### config.mk
export PLATFORM = sky130hd
export DESIGN_NAME = resizer_controller
export DESIGN_NICKNAME = d
export VERILOG_FILES = /design/src/rtl/resizer_controller.sv
export SDC_FILE = /design/constraint.sdc
export NUM_CORES = 1
export LEC_CHECK = 0
export BUFFER_PORTS_ARGS = -buffer_cell sky130_fd_sc_hd__buf_2
export CAP_MARGIN = 30
export CORE_MARGIN = 1
export CORE_UTILIZATION = 45
export DETAILED_ROUTE_END_ITERATION = 7
export GPL_ROUTABILITY_DRIVEN = 1
export PLACE_DENSITY = 0.69
export SETUP_SLACK_MARGIN = 0.15
export SLEW_MARGIN = 15
export SYNTH_ARGS = -nofsm -noshare
export SYNTH_HDL_FRONTEND = slang
export SYNTH_SLANG_ARGS = --single-unit
### constraint.sdc
create_clock -name clock -period 3.2 [get_ports clock]
set_input_delay 0.64 -clock clock [delete_from_list [all_inputs] [get_ports clock]]
set_output_delay 0.64 -clock clock [all_outputs]
set_load 0.01 [all_outputs]
### src/rtl/resizer_controller.sv
// rtl/resizer_controller.sv - camera-to-resizer frame controller with output buffer write sequencing
// Arms on enable, streams one frame into the resizer, holds the buffered result until the consumer acks.
module resizer_controller #(
    parameter int DATA_WIDTH   = 24,
    parameter int INPUT_WIDTH  = 640,
    parameter int INPUT_HEIGHT = 480,
    parameter int OUT_DIM      = 224,
    parameter int ADDR_WIDTH   = 16
) (
    input  logic                  clock,
    input  logic                  reset,
    input  logic                  enable,
    input  logic                  camFrameStart,
    input  logic [DATA_WIDTH-1:0] camPixelData,
    input  logic                  camPixelValid,
    output logic                  rszClear,
    output logic                  rszStartNewImage,
    output logic [DATA_WIDTH-1:0] rszPixelData,
    output logic                  rszPixelValid,
    input  logic                  rszOutValid,
    input  logic                  rszEndOfImage,
    output logic                  bufWriteEnable,
    output logic [ADDR_WIDTH-1:0] bufWriteAddr,
    output logic                  frameReady,
    input  logic                  frameAck,
    output logic                  busy,
    output logic [7:0]            framesDropped,
    output logic                  error
);

    localparam logic [19:0]           IN_TOTAL  = 20'(INPUT_WIDTH * INPUT_HEIGHT);
    localparam logic [16:0]           OUT_TOTAL = 17'(OUT_DIM * OUT_DIM);
    localparam logic [ADDR_WIDTH-1:0] ADDR_LAST = ADDR_WIDTH'(OUT_DIM * OUT_DIM - 1);

    typedef enum logic [1:0] {IDLE, WAIT_SOF, STREAM, HOLD} state_t;

    state_t                state, stateNext;
    logic [19:0]           inCount, inCountNext;
    logic [ADDR_WIDTH-1:0] writeAddr, writeAddrNext;
    logic [16:0]           writeCount, writeCountNext;
    logic                  eoiSeen, eoiNext;
    logic                  errorFlag, errorNext;
    logic [7:0]            dropCount, dropNext, dropInc;

    always_ff @(posedge clock) begin
        if (reset) begin
            state      <= IDLE;
            inCount    <= '0;
            writeAddr  <= '0;
            writeCount <= '0;
            eoiSeen    <= 1'b0;
            errorFlag  <= 1'b0;
            dropCount  <= '0;
        end else begin
            state      <= stateNext;
            inCount    <= inCountNext;
            writeAddr  <= writeAddrNext;
            writeCount <= writeCountNext;
            eoiSeen    <= eoiNext;
            errorFlag  <= errorNext;
            dropCount  <= dropNext;
        end
    end

    always_comb begin
        stateNext        = state;
        inCountNext      = inCount;
        writeAddrNext    = writeAddr;
        writeCountNext   = writeCount;
        eoiNext          = eoiSeen | rszEndOfImage;
        errorNext        = errorFlag;
        dropNext         = dropCount;
        dropInc          = (dropCount == 8'hFF) ? dropCount : dropCount + 8'd1;
        rszClear         = 1'b0;
        rszStartNewImage = 1'b0;
        rszPixelValid    = 1'b0;
        bufWriteEnable   = 1'b0;

        case (state)
            IDLE: begin
                if (enable) begin
                    stateNext = WAIT_SOF;
                    rszClear  = 1'b1;
                end
            end
            WAIT_SOF: begin
                rszStartNewImage = camFrameStart;
                if (camFrameStart) begin
                    stateNext      = STREAM;
                    inCountNext    = '0;
                    writeAddrNext  = '0;
                    writeCountNext = '0;
                    eoiNext        = 1'b0;
                end
            end
            STREAM: begin
                rszPixelValid  = camPixelValid && (inCount != IN_TOTAL);
                bufWriteEnable = rszOutValid;
                if (camFrameStart) begin
                    // A new frame overtook the current one: abandon it and re-arm.
                    stateNext      = WAIT_SOF;
                    rszClear       = 1'b1;
                    errorNext      = 1'b1;
                    dropNext       = dropInc;
                    inCountNext    = '0;
                    writeAddrNext  = '0;
                    writeCountNext = '0;
                    eoiNext        = 1'b0;
                end else begin
                    if (rszPixelValid)
                        inCountNext = inCount + 20'd1;
                    if (rszOutValid) begin
                        writeCountNext = (writeCount == 17'h1FFFF) ? writeCount : writeCount + 17'd1;
                        writeAddrNext  = (writeAddr == ADDR_LAST) ? writeAddr : writeAddr + 1'b1;
                    end
                    // Next-state values let the last pixel and EOI close the frame in their own cycle.
                    if ((inCountNext == IN_TOTAL) && eoiNext) begin
                        stateNext = HOLD;
                        if (writeCountNext != OUT_TOTAL)
                            errorNext = 1'b1;
                    end
                end
            end
            HOLD: begin
                if (camFrameStart)
                    dropNext = dropInc;
                if (frameAck) begin
                    if (enable) begin
                        stateNext = WAIT_SOF;
                        rszClear  = 1'b1;
                    end else begin
                        stateNext = IDLE;
                    end
                end
            end
            default: stateNext = IDLE;
        endcase
    end

    assign rszPixelData  = camPixelData;
    assign bufWriteAddr  = writeAddr;
    assign frameReady    = (state == HOLD);
    assign busy          = (state != IDLE);
    assign framesDropped = dropCount;
    assign error         = errorFlag;

endmodule
==> impl_table.tex <==
\begin{tabular}{lr}
\hline
Metric & Value \\
\hline
\multicolumn{2}{l}{\textbf{Critical path}} \\
\quad Reg-to-Reg End & state[1]\$\_SDFFE\_PP0P\_ \\
\quad Element type at the critical path start & flip-flop \\
\quad Critical Path RT & 3.46 ns \\
\quad Worst R2R Path Depth & 8 \\
\quad Critical-path maximum fanout & 9 \\
\quad Kind of critical path & flip-flop to flip-flop \\
\quad FF-to-FF setup slack & 0.42 ns \\
\quad Start of the worst register-to-register path & inCount[1]\$\_SDFFE\_PP0P\_ \\
\quad Critical Path AT & 3.04 ns \\
\quad Crit end category & flip-flop \\
\multicolumn{2}{l}{\textbf{Detailed routing}} \\
\quad Total via count after detailed routing & 4,384 \\
\quad Post-route antenna net violation count & 0 \\
\quad Per-cell via count in the routed design & 6.03 \\
\quad Detailed-router iteration count before antenna repair & 5 \\
\quad DRC violation total after the first TritonRoute iteration & 269 \\
\quad Total Routed Length & 11,100 um \\
\quad Residual DRC & 0 \\
\quad Average routed wire per standard cell & 15.3 um \\
\multicolumn{2}{l}{\textbf{Timing}} \\
\quad Count of endpoints failing hold in the final timing report & 0 \\
\quad Slew of the pin with the lowest slew margin & 0.684 ns \\
\quad Period minus WS final & 2.78 ns \\
\quad Slew headroom & 53.2\% \\
\quad Setup repair after global routing missed its margin & no \\
\quad Final total negative setup slack & 0 ns \\
\quad Final Worst Setup Slack & 0.418 ns \\
\quad Skew final & 0.00944 ns \\
\quad Maximum achievable frequency & 359 MHz \\
\quad Final Max Tran Viols & 0 \\
\quad Setup violations, final & 0 \\
\quad Final period utilization & 87.0\% \\
\multicolumn{2}{l}{\textbf{Clock tree}} \\
\quad Number of buffers created by CTS & 9 \\
\quad CTS tree & yes \\
\quad CTS max path bufs & 2 \\
\quad Clock transition at the register clock pins on the worst setup and hold paths after CTS & 0.08 ns \\
\quad H-tree levels & 3 \\
\quad Clk\_lat worst skew & 0.34 ns \\
\quad Clock sink total & 65 \\
\quad Post-cts hold buffer count & 0 \\
\quad Root Driver & sky130\_fd\_sc\_hd\_\_clkbuf\_8 \\
\multicolumn{2}{l}{\textbf{Global route}} \\
\quad Antenna violations before repair & 0 \\
\quad Largest net degree at the start of global routing & 36 \\
\quad Total global routing overflow & 0 \\
\quad Number of global-route vias before repair & 3,981 \\
\quad Global Route Usage Sum & 22.9\% \\
\quad Wire length of the first global-routing pass & 19,000 um \\
\multicolumn{2}{l}{\textbf{Finish}} \\
\quad Number of fill cells in the layout & 921 \\
\quad Synth-to-Final Area Change & 6.17\% \\
\quad Count of antenna diodes in the layout & 0 \\
\quad Share of the core filled with cells in the final layout & 50.3\% \\
\quad Net count reported at finish & 635 \\
\quad Share of final-layout standard cells stronger than drive strength 1 & 13.0\% \\
\multicolumn{2}{l}{\textbf{Hold path}} \\
\quad Launch point of the worst hold path & eoiSeen\$\_SDFF\_PP0\_ \\
\quad Worst-case hold path end point & eoiSeen\$\_SDFF\_PP0\_ \\
\quad Min-delay worst type & flip-flop to flip-flop \\
\quad Cell count of the worst hold path & 2 \\
\multicolumn{2}{l}{\textbf{Power and ir drop}} \\
\quad Power per unit of standard cell area & 441 mW/mm2 \\
\quad Maximum vdd ir drop & 0.000381 V \\
\quad Leak & 1.59 nW \\
\multicolumn{2}{l}{\textbf{Yosys}} \\
\quad Synthesized netlist net count & 642 \\
\quad Async set-reset flop share out of synthesis & 0\% \\
\quad Synth Area per Inst & 7.43 um2 \\
\quad Syn Std Cell Area & 0.00446 mm2 \\
\quad Count of flip-flops with a built-in enable after synthesis & 0 \\
\quad Top-area cell type share of the netlist area & 29.2\% \\
\quad Count of warnings emitted by yosys & 0 \\
\quad Leading area contributor after synthesis & sky130\_fd\_sc\_hd\_\_dfxtp\_1 \\
\quad Sequential share of the synthesized area & 29.2\% \\
\quad Instance count of the mapped netlist & 600 \\
\quad Cell with the most instances after synthesis & sky130\_fd\_sc\_hd\_\_nor2\_1 \\
\quad Leading cell types by total area after synthesis & sky130\_fd\_sc\_hd\_\_dfxtp\_1 (29\%), sky130\_fd\_sc\_hd\_\_nor2\_1 (6.1\%), sky130\_fd\_sc\_hd\_\_a21oi\_1 (4.8\%) \\
\quad Cell variety after synth & 62 \\
\quad Top cells by instance count after synthesis & sky130\_fd\_sc\_hd\_\_nor2\_1 (72), sky130\_fd\_sc\_hd\_\_dfxtp\_1 (65), sky130\_fd\_sc\_hd\_\_nand2\_1 (52) \\
\quad Top FF cell, synth & sky130\_fd\_sc\_hd\_\_dfxtp\_1 \\
\quad Synthesis-stage register bit count & 65 \\
\multicolumn{2}{l}{\textbf{Die}} \\
\quad Die outline height & 102 um \\
\quad Top-level port count & 87 \\
\quad Standard cell core area & 0.00942 mm2 \\
\quad Effective utilization at floorplan & 47.4\% \\
\quad Cell Rows & 35 \\
\quad DIE AREA & 0.0103 mm2 \\
\quad Die width & 102 um \\
\multicolumn{2}{l}{\textbf{Placement}} \\
\quad Worst slack at placement & 0.333 ns \\
\quad Final weighted congestion in routability-driven placement & 0.888 \\
\quad Half-perimeter wire length after detailed placement & 7790 um \\
\quad Port Buf Inserts & 38 \\
\multicolumn{2}{l}{\textbf{Status}} \\
\quad Result of the run & finished clean \\
\multicolumn{2}{l}{\textbf{Job}} \\
\quad Max\_cap viols & 0 \\
\hline
\end{tabular}
[cell usage in the layout (no fill, tap or decap), drive strengths merged, types with 2 or more instances in the layout]
cell type	netlist	final
and4	7	7
a31oi	4	4
bufinv	0	2
o2111ai	3	3
a22oi	7	7
ha	10	10
a32oi	2	2
nor4	15	15
o211ai	5	5
a211oi	7	7
nor3	24	24
clkinv	0	4
and2	9	9
inv	16	16
a211o	2	2
o21ai	45	45
buf	36	48
nand3b	3	3
nand3	26	26
or4	2	2
nor2	72	72
xnor2	16	16
clkbuf	30	9
a311oi	14	14
nand2b	6	6
mux2i	5	5
xor2	8	8
nand2	53	53
and3	6	6
a21o	2	2
or3	9	9
o21a	4	4
or2	3	3
nand4	19	19
a41oi	4	4
a21oi	43	43
dfxtp	65	65
o22ai	3	3
[sequential cells by signal, indices dropped and copies added, names as in the netlist]
signal         flops
eoiSeen            1
bufWriteAddr      16
state              2
writeCount        17
framesDropped      8
error              1
inCount           20
[cell type report]
class / instances / area (um2) / area share [%]
clock inverter: 7 / 95.1 / 2.01
clock buffer: 9 / 124 / 2.62
multi-input combinational: 453 / 2720 / 57.4
timing repair buffer: 48 / 278 / 5.87
tap: 129 / 161 / 3.41
inverter: 16 / 60.1 / 1.27
sequential: 65 / 1300 / 27.5
[timing repair]
action                                  CTS  global route
resized for setup                         0             1
buffers inserted                          0             0
endpoints found under the setup margin    0             1
[power by group]
group          total [mW]  leakage [nW]  switching, mW  internal (mW)
registers           0.851         0.524         0.0253          0.825
clock network       0.787         0.109          0.349          0.439
logic               0.452         0.953          0.305          0.146
total                2.09          1.59          0.679           1.41
[kinds of logic after synthesis]
kind of cell	count (synthesis)	synth area share (%)
simple gates	259	30.0
flops	65	29.2
fa+ha+maj	10	2.81
mux	5	1.12
buf+inv	82	9.99
xor+xnor	24	4.71
compound gates	155	22.2
[metal layers]
metal | GRT usage (%) | wire, um | vias to the layer above
li1 | - | - | 2147
met1 | 31.6 | 5290 | 2056
met2 | 36.3 | 4950 | 167
met3 | 4.21 | 767 | 14
met4 | 7.13 | 113 | 0
met5 | 0 | 0 | -
[worst max-delay path by stage]
stage                       startpoint                     to  slack, ns  cells past startpoint
2_1_floorplan              rszOutValid     error$_SDFFE_PP0P_       0.51                      8
3_3_place_gp             camPixelValid  state[1]$_SDFFE_PP0P_       0.43                      8
3_5_place_dp               rszOutValid     error$_SDFFE_PP0P_       0.33                      8
4_1_cts        inCount[1]$_SDFFE_PP0P_  state[1]$_SDFFE_PP0P_       0.36                      8
5_1_grt        inCount[1]$_SDFFE_PP0P_  state[1]$_SDFFE_PP0P_       0.19                      8
6_report       inCount[1]$_SDFFE_PP0P_  state[1]$_SDFFE_PP0P_       0.42                      8
[critical path, cell delays in order (launching register included)]
cell	delay, ns
sky130_fd_sc_hd__dfxtp_1	0.48
sky130_fd_sc_hd__ha_2	0.34
sky130_fd_sc_hd__nand4_1	0.26
sky130_fd_sc_hd__nor4_4	0.28
sky130_fd_sc_hd__xnor2_1	0.11
sky130_fd_sc_hd__or4_4	0.53
sky130_fd_sc_hd__nor4_4	0.28
sky130_fd_sc_hd__o2111ai_1	0.17
sky130_fd_sc_hd__a221oi_2	0.26
[per-stage QoR]
stage                     instance area [um2]  total power, mW  cells  hold slack (ns)
after global routing                     4740             2.21    727            0.534
after detailed placement                 4510             1.32    711            0.466
final                                    4740             2.09    727            0.479
after floorplan                          4460             1.21    600            0.453
after global placement                   4510             1.30    711            0.468
after CTS                                4730             2.10    727            0.477
(Power assumes the default switching activity.)
